**src/rtl/serial_pkg.sv**
```systemverilog
// Shared constants for the serial link: FSM encoding, line levels, counter sizing.
package serial_pkg;

    localparam logic [1:0] IDLE  = 2'd0;
    localparam logic [1:0] START = 2'd1;
    localparam logic [1:0] DATA  = 2'd2;
    localparam logic [1:0] STOP  = 2'd3;

    localparam logic START_BIT  = 1'b0;
    localparam logic STOP_BIT   = 1'b1;
    localparam logic IDLE_LEVEL = 1'b1;

    // Bits needed to hold 0..n-1, never less than one.
    function automatic int width_for(input int n);
        return (n > 1) ? $clog2(n) : 1;
    endfunction

endpackage

```
**src/rtl/serial_frame_tx_if.sv**
```systemverilog
// Word handshake into the serial transmitter: producer is master, transmitter is slave.
interface serial_frame_tx_if #(
    parameter int DATA_W = 8
);
    logic [DATA_W-1:0] data_in;
    logic              valid;
    logic              ready;

    modport master (output data_in, output valid, input ready);
    modport slave  (input data_in, input valid, output ready);
endinterface

```
**src/rtl/bit_timer.sv**
```systemverilog
// Bit-period timer: counts 0..CLKS_PER_BIT-1 while enabled, tick on the last cycle.
// Latency: tick is combinational from the count; first tick CLKS_PER_BIT cycles after enable rises.
// Backpressure: none; disabling clears the count so every enable starts a fresh period.
module bit_timer
    import serial_pkg::*;
#(
    parameter int CLKS_PER_BIT = 4
) (
    input  logic clk,
    input  logic reset,
    input  logic en,
    output logic tick
);

    localparam int               CNT_W = width_for(CLKS_PER_BIT);
    localparam logic [CNT_W-1:0] LAST  = CNT_W'(CLKS_PER_BIT - 1);

    logic [CNT_W-1:0] cnt;

    always_ff @(posedge clk) begin
        if (reset || !en) begin
            cnt <= '0;
        end else if (cnt == LAST) begin
            cnt <= '0;
        end else begin
            cnt <= cnt + CNT_W'(1);
        end
    end

    assign tick = en && (cnt == LAST);

endmodule

```
**src/rtl/serial_frame_tx.sv**
```systemverilog
// Parallel-in serial-out frame transmitter: start bit, DATA_W bits LSB-first, stop bit.
// Latency: start bit on tx the cycle after accept; done pulses (DATA_W+2)*CLKS_PER_BIT+1 cycles after accept.
// Backpressure: ready only while idle; valid/data_in are ignored for the whole frame.
module serial_frame_tx
    import serial_pkg::*;
#(
    parameter int DATA_W       = 8,
    parameter int CLKS_PER_BIT = 4
) (
    input  logic               clk,
    input  logic               reset,
    serial_frame_tx_if.slave   up,
    output logic               tx,
    output logic               busy,
    output logic               done
);

    localparam int               IDX_W    = width_for(DATA_W);
    localparam logic [IDX_W-1:0] LAST_IDX = IDX_W'(DATA_W - 1);

    logic [1:0]        state;
    logic [DATA_W-1:0] shreg;
    logic [IDX_W-1:0]  idx;
    logic              bit_tick;
    logic              accept;

    assign up.ready = (state == IDLE);
    assign busy     = (state != IDLE);
    assign accept   = up.valid && up.ready;

    // Timer idles (and clears) between frames, so each frame starts on a full bit period.
    bit_timer #(
        .CLKS_PER_BIT(CLKS_PER_BIT)
    ) u_bit_timer (
        .clk   (clk),
        .reset (reset),
        .en    (busy),
        .tick  (bit_tick)
    );

    always_ff @(posedge clk) begin
        if (reset) begin
            state <= IDLE;
            tx    <= IDLE_LEVEL;
            done  <= 1'b0;
            shreg <= '0;
            idx   <= '0;
        end else begin
            done <= 1'b0;
            case (state)
                IDLE: begin
                    if (accept) begin
                        shreg <= up.data_in;
                        tx    <= START_BIT;
                        state <= START;
                    end
                end
                START: begin
                    if (bit_tick) begin
                        tx    <= shreg[0];
                        shreg <= shreg >> 1;
                        idx   <= '0;
                        state <= DATA;
                    end
                end
                DATA: begin
                    if (bit_tick) begin
                        if (idx == LAST_IDX) begin
                            tx    <= STOP_BIT;
                            state <= STOP;
                        end else begin
                            tx    <= shreg[0];
                            shreg <= shreg >> 1;
                            idx   <= idx + IDX_W'(1);
                        end
                    end
                end
                STOP: begin
                    if (bit_tick) begin
                        tx    <= IDLE_LEVEL;
                        done  <= 1'b1;
                        state <= IDLE;
                    end
                end
                default: state <= IDLE;
            endcase
        end
    end

endmodule

```
**src/flat_wrapper.sv**
```systemverilog
// flat-port wrapper written by rule: the top's interface ports become plain ports
module serial_frame_tx_flat import serial_pkg::*;
#(
    parameter int DATA_W       = 8,
    parameter int CLKS_PER_BIT = 4
)
  (clk, reset, tx, busy, done, up_data_in, up_valid, up_ready);
  serial_frame_tx_if #(.DATA_W(DATA_W)) up_i ();
  input  logic clk;
  input  logic reset;
  output logic tx;
  output logic busy;
  output logic done;
  input wire logic [$bits(up_i.data_in)-1:0] up_data_in;
  input wire logic [$bits(up_i.valid)-1:0] up_valid;
  output wire logic [$bits(up_i.ready)-1:0] up_ready;
  assign up_i.data_in = up_data_in;
  assign up_i.valid = up_valid;
  assign up_ready = up_i.ready;
  serial_frame_tx #(.DATA_W(DATA_W), .CLKS_PER_BIT(CLKS_PER_BIT)) u_core (.clk(clk), .reset(reset), .up(up_i), .tx(tx), .busy(busy), .done(done));
endmodule
```
**config.mk**
```make
export PLATFORM = sky130hd
export DESIGN_NAME = serial_frame_tx_flat
export DESIGN_NICKNAME = d
export VERILOG_FILES = /design/src/rtl/serial_pkg.sv /design/src/rtl/serial_frame_tx_if.sv /design/src/rtl/bit_timer.sv /design/src/rtl/serial_frame_tx.sv /design/src/flat_wrapper.sv
export SDC_FILE = /design/constraint.sdc
export NUM_CORES = 1
export LEC_CHECK = 0
export ABC_CLOCK_PERIOD_IN_PS = 2780
export BUFFER_PORTS_ARGS = -buffer_cell sky130_fd_sc_hd__buf_2
export CELL_PAD_IN_SITES_DETAIL_PLACEMENT = 2
export CELL_PAD_IN_SITES_GLOBAL_PLACEMENT = 2
export CORE_ASPECT_RATIO = 0.5
export CORE_MARGIN = 5
export CORE_UTILIZATION = 36
export CTS_BUF_LIST = sky130_fd_sc_hd__clkbuf_8
export CTS_CLUSTER_DIAMETER = 60
export DETAILED_ROUTE_END_ITERATION = 7
export PLACE_DENSITY_LB_ADDON = 0.1
export RECOVER_POWER = 50
export SYNTH_ARGS = -nofsm -noshare
export SYNTH_HDL_FRONTEND = slang
export SYNTH_SLANG_ARGS = --single-unit
```
**constraint.sdc**
```tcl
create_clock -name clk -period 2.78 [get_ports clk]
set_clock_uncertainty 0.05 [all_clocks]
set_input_delay 0.556 -clock clk [delete_from_list [all_inputs] [get_ports clk]]
set_output_delay 0.556 -clock clk [all_outputs]
set_load 0.005 [all_outputs]
```
After elaboration in Yosys (flattened, before gate mapping)
Index checks and enable logic that the tools add are counted.

Input port bits: 11. Output and inout port bits: 4. Word-level logic and storage cells: 56. Register bits after elaboration: 17.

Mux-type cells: 22. Eq/ne operators: 11. Reduce and logical (&&, ||, !) cells: 14. Add/sub/neg operators: 2. Bitwise logic cells: 1.

Operator list (number): $mux W8 (4); $pmux W8 S3 (1); $mux W2 (5); $reduce_and A5 Y1 (2); $mux W3 (3); $ne A2 B1 Y1 const B (4); $pmux W2 S4 (1); $reduce_and A4 Y1 (2); $eq A2 B2 Y1 const B (3); $mux W1 (6); $pmux W3 S2 (1); $ne A2 B2 Y1 const B (2); $pmux W1 S4 (1); $reduce_bool A2 Y1 (2); $reduce_or A2 Y1 (2); $add A3 B1 Y3 const B (1); $eq A3 B3 Y1 const B (1); $reduce_bool A3 Y1 (1); $add A2 B1 Y2 const B (1); $eq A2 B1 Y1 const B (1); $logic_and A1 B1 Y1 (2); $logic_not A2 Y1 (1); $logic_not A1 Y1 (1); $logic_or A1 B1 Y1 (1); $not A1 Y1 (1).

Depth between registers and ports, before layout
Depth after elaboration: 4. Depth in mapped cells: 6. Gate-level depth less buffers: 5.

By module
A second synthesis with hierarchy kept.

Cells, all modules: 95. Area total of the unflattened synthesis: 928.4 µm².

By module, submodules not included: serial_frame_tx (cells each 89, sequential area each 300.3 µm², area each 842.1 µm², times used 1); bit_timer (cells each 6, sequential area each 40.0 µm², area each 86.3 µm², times used 1).

Worst setup path after synthesis
OpenSTA, ideal clock, no wires.

Path type: reg2reg. Start point: register u_core.state[0]. End point: register u_core.state[0]. Cell stages (with the launch flop): 7. Path slack: 743 ps. Period minus slack after synthesis: 2037 ps. Data required time: 2669 ps. Data arrival time: 1926 ps. Library setup time: 61 ps. Buffers on the path: 1. Cells stage by stage: dfxtp_1 > inv_1 > ha_1 > buf_6 > or4b_4 > a222oi_1 > o221a_1.

Longest elaborated chain between the ends: 4. Elaborated cells between the ends (all ways): 14. Those cells by class: eq/ne: 8; mux: 1; reduce/logical: 5.

RTL lines: from (decl) (RTL line serial_frame_tx.sv:21) `logic [1:0] state;`; from (signal assigned) (RTL line serial_frame_tx.sv:43) `state <= IDLE;`; from (signal assigned) (RTL line serial_frame_tx.sv:55) `state <= START;`; from (signal assigned) (RTL line serial_frame_tx.sv:63) `state <= DATA;`; $reduce_bool A2 Y1 or $logic_not A2 Y1 (tied branches) (RTL line serial_frame_tx.sv:28, serial_frame_tx.sv:27, serial_frame_tx.sv:50); $logic_and A1 B1 Y1, on equally long branches (RTL line bit_timer.sv:30, serial_frame_tx.sv:29); $ne A2 B1 Y1 (no source line) or $ne A2 B2 Y1 (tied branches); $reduce_and A5 Y1 (no source line).

Several ways; a longest one is shown, not always the timed one. A chain may end at the register's enable or synchronous reset.

Worst setup path in the final report
Start point: register u_core.state[0]. End point: register u_core.shreg[5].

Longest elaborated chain between the ends: 4. Elaborated cells between the ends (all ways): 13. Those cells by class: eq/ne: 6; mux: 1; reduce/logical: 6.

RTL lines: $logic_not A2 Y1 or $reduce_bool A2 Y1 (tied branches) (RTL line serial_frame_tx.sv:27, serial_frame_tx.sv:50, serial_frame_tx.sv:28); $logic_and A1 B1 Y1, on equally long branches (RTL line serial_frame_tx.sv:29, bit_timer.sv:30); $ne A2 B2 Y1 (no source line) or $ne A2 B1 Y1 (tied branches); $reduce_and A5 Y1 (no source line); to (signal assigned) (RTL line serial_frame_tx.sv:53) `shreg <= up.data_in;`; to (signal assigned) (RTL line serial_frame_tx.sv:61) `shreg <= shreg >> 1;`; to (signal assigned) (RTL line serial_frame_tx.sv:73) `shreg <= shreg >> 1;`; to (decl) (RTL line serial_frame_tx.sv:22) `logic [DATA_W-1:0] shreg;`.

Several ways; a longest one is shown, not always the timed one.

==> metrics <==
nets@finish 138; Vias per Instance 5.19; die width roughly 84 um; RSZ-0062 raised after global routing no; Layout Utilization 42.4%; asr flop ratio synth 0%; pin count of the biggest net entering global routing 21; total wire length 2590 um; Clock Sinks 17; Post-CTS Hold Buffers 0; pwr dens 1060 mW/mm^2; Worst Hold Class register to register; Final Hold Viols 0; worst-margin pin slew ~0.94 ns; routability cong. 0.724; CP peak stage delay 0.75 ns; Final setup viols 0; Yosys cell types 29; initial antenna violation count 0; flops & latches, synth 17; Post-Place Cell Area between 0.001 and 0.0015 mm^2; VDD IR-drop max 291 uV; Gate Count Post-Synth 105; RR Startpoint u_core.state[0]$_SDFFE_PP0P_; Top FF cell, synth dfxtp_1; First DRT Iteration DRCs 29; maxcap violations 0; maximum fanout along the worst path 10; startpoint types register; number of global-route vias before repair 859; Arrival @ worst endpoint 2.45 ns; Die ar. 0.00396 mm^2; EDFF count, synth 0; CP startpoint u_core.state[0]$_SDFFE_PP0P_; CTS resizes 0; CTS tree done; CTS H-Tree Depth 1; Vert. Die Dim 47.1 um; Seq/Total Area, Yosys 34.4%; clk buf depth 2; total grt overflow 0; Final Cell Area 0.00111 mm^2; critical path, cell by cell inv_1 -> ha_1 -> inv_1 -> o221ai_1 -> mux2_2; clock-pin slew on the worst setup and hold paths 0.07 ns; Final ANT Viol Nets 0; DRC 0; Crit Path Class register to register; fill count 309; fmax 0.425 GHz; slew margin rel. 37.0%; CTS root buf clkbuf_8; Post-Syn Area a little under 0.001 mm^2; port bufs 14; fraction of layout cells with a size suffix above 1 21.4%; Final Max Slew Viols 0; status completed; cts bufs inserted 3; Setup crit end kind register; Clock Latency Late Sink 0.25 ns; num ports 15; FP Rows 13; R2R cell count 5; final HPWL from detailed placement approximately 2000 um; Initial Util 37.8%; per-cell routed wire length 16.8 um; fin crit share 84.7%; synth-to-layout area growth 12.3%; Ys Warns 0; Post-CTS Setup Inserts 0; crit-path most repeated cell inv_1; first-pass GRT wire length 4280 um; reg-to-reg slack, setup 0.42 ns; Fin Setup TNS 0 ns; Leakage 0.000479 uW; FF-to-FF End u_core.shreg[5]$_SDFFE_PP0P_; Worst Setup EP u_core.shreg[5]$_SDFFE_PP0P_; via count 800; GRT Overall Usage 14.5%; slowest CP cell o221ai_1; ANT cells 0; CP required 2.87 ns; minimum clock period between 2 and 2.5 ns; Avg Inst Size Synth 9.43 um^2; Initial DRT Pass Iterations 4; CORE AREA 0.00262 mm^2; Syn Nets 125
-- metrics by stage --
step / hold WS [ns] / setup WS, ns / instances / total power, uW
after floorplan: 0.355 / 0.743 / 105 / 857
after global placement: 0.364 / 0.673 / 150 / 961
after detailed placement: 0.405 / 0.521 / 150 / 1010
after CTS: 0.416 / 0.487 / 154 / 1210
after global routing: 0.439 / 0.264 / 154 / 1270
final: 0.412 / 0.424 / 154 / 1180
-- worst min-delay path by stage --
stage          depth (start not counted)                                    to  slack, ns                            startpoint
2_1_floorplan                          1  u_core.u_bit_timer.cnt[0]$_SDFF_PP0_       0.36  u_core.u_bit_timer.cnt[0]$_SDFF_PP0_
3_3_place_gp                           1  u_core.u_bit_timer.cnt[0]$_SDFF_PP0_       0.36  u_core.u_bit_timer.cnt[0]$_SDFF_PP0_
3_5_place_dp                           1  u_core.u_bit_timer.cnt[0]$_SDFF_PP0_       0.40  u_core.u_bit_timer.cnt[0]$_SDFF_PP0_
4_1_cts                                1  u_core.u_bit_timer.cnt[0]$_SDFF_PP0_       0.42  u_core.u_bit_timer.cnt[0]$_SDFF_PP0_
5_1_grt                                1  u_core.u_bit_timer.cnt[0]$_SDFF_PP0_       0.44  u_core.u_bit_timer.cnt[0]$_SDFF_PP0_
6_report                               1  u_core.u_bit_timer.cnt[0]$_SDFF_PP0_       0.41  u_core.u_bit_timer.cnt[0]$_SDFF_PP0_
-- worst max-delay path, delay by kind of cell (launching register included) --
kind,cells,cell delay (ns)
flops,1,0.36
buf+inv,2,0.25
compound gates,1,0.75
fa+ha+maj,1,0.41
mux,1,0.42
-- cell type report --
| type | count | area [um^2] | area share [%] |
|---|---|---|---|
| Multi-Input combinational cell | 76 | 591 | 53.2 |
| Timing Repair Buffer | 14 | 66.3 | 5.97 |
| Clock buffer | 3 | 41.3 | 3.72 |
| Tap cell | 37 | 46.3 | 4.17 |
| Inverter | 6 | 22.5 | 2.03 |
| Sequential cell | 17 | 340 | 30.6 |
| Clock inverter | 1 | 3.75 | 0.338 |
-- power breakdown --
part           switching, uW  total (uW)  internal [uW]
Combinational            340         648            309
Sequential              43.3         347            304
Clock                   85.5         183           98.0
-- registers in the layout, summed over array words and instances (netlist names) --
| name | count |
|---|---|
| u_core.done | 1 |
| u_core.tx | 1 |
| u_core.state | 2 |
| u_core.shreg | 8 |
| u_core.u_bit_timer.cnt | 2 |
| u_core.idx | 3 |
-- cells by family after synthesis --
logic type,after synthesis,synth area share (%)
AND/OR/NAND/NOR,37,20.4
flip-flops,17,34.4
multiplexers,16,17.1
AO/OA/AOI/OAI,14,11.5
buffers and inverters,12,5.31
adder cells (fa/ha/maj),9,11.4
-- Yosys cell counts, types with 2 or more instances --
library cell | instances | area share, %
clkbuf_1 | 5 | 1.9
nor2b_1 | 7 | 4.4
dfxtp_1 | 17 | 34
nand2_1 | 8 | 3.0
nor3b_1 | 2 | 1.5
inv_1 | 6 | 2.3
mux2_2 | 7 | 8.0
o31ai_1 | 3 | 2.3
and2_2 | 2 | 1.5
a21oi_1 | 3 | 1.5
nor2_1 | 11 | 4.2
mux2i_1 | 9 | 9.1
ha_1 | 9 | 11
-- layer usage --
layer	up-vias	routed length [um]	global-route usage [%]
met1	399	1130	14.6
li1	390	-	-
met5	-	0	0
met4	0	0	1.92
met2	11	1380	31.0
met3	0	81	4.90
-- layout by cell type (no fill, tap or decap), drive strengths merged --
cell type | synthesis | layout
buf | 1 | 11
o221ai | 1 | 1
o21ai | 1 | 1
a211oi | 1 | 1
nand2b | 1 | 1
a21oi | 3 | 3
mux2 | 7 | 7
dfxtp | 17 | 17
inv | 6 | 7
nor2 | 11 | 11
nor4 | 1 | 1
nor4b | 1 | 1
mux2i | 9 | 9
nor4bb | 1 | 1
or3 | 1 | 1
nor3b | 2 | 2
o311ai | 1 | 1
nand2 | 8 | 8
a222oi | 1 | 1
o221a | 1 | 1
ha | 9 | 9
clkbuf | 5 | 6
and2 | 2 | 2
nor2b | 7 | 7
nor3 | 1 | 1
a22o | 1 | 1
o31ai | 3 | 3
a32oi | 1 | 1
or4b | 1 | 1
(Power assumes the default switching activity.)
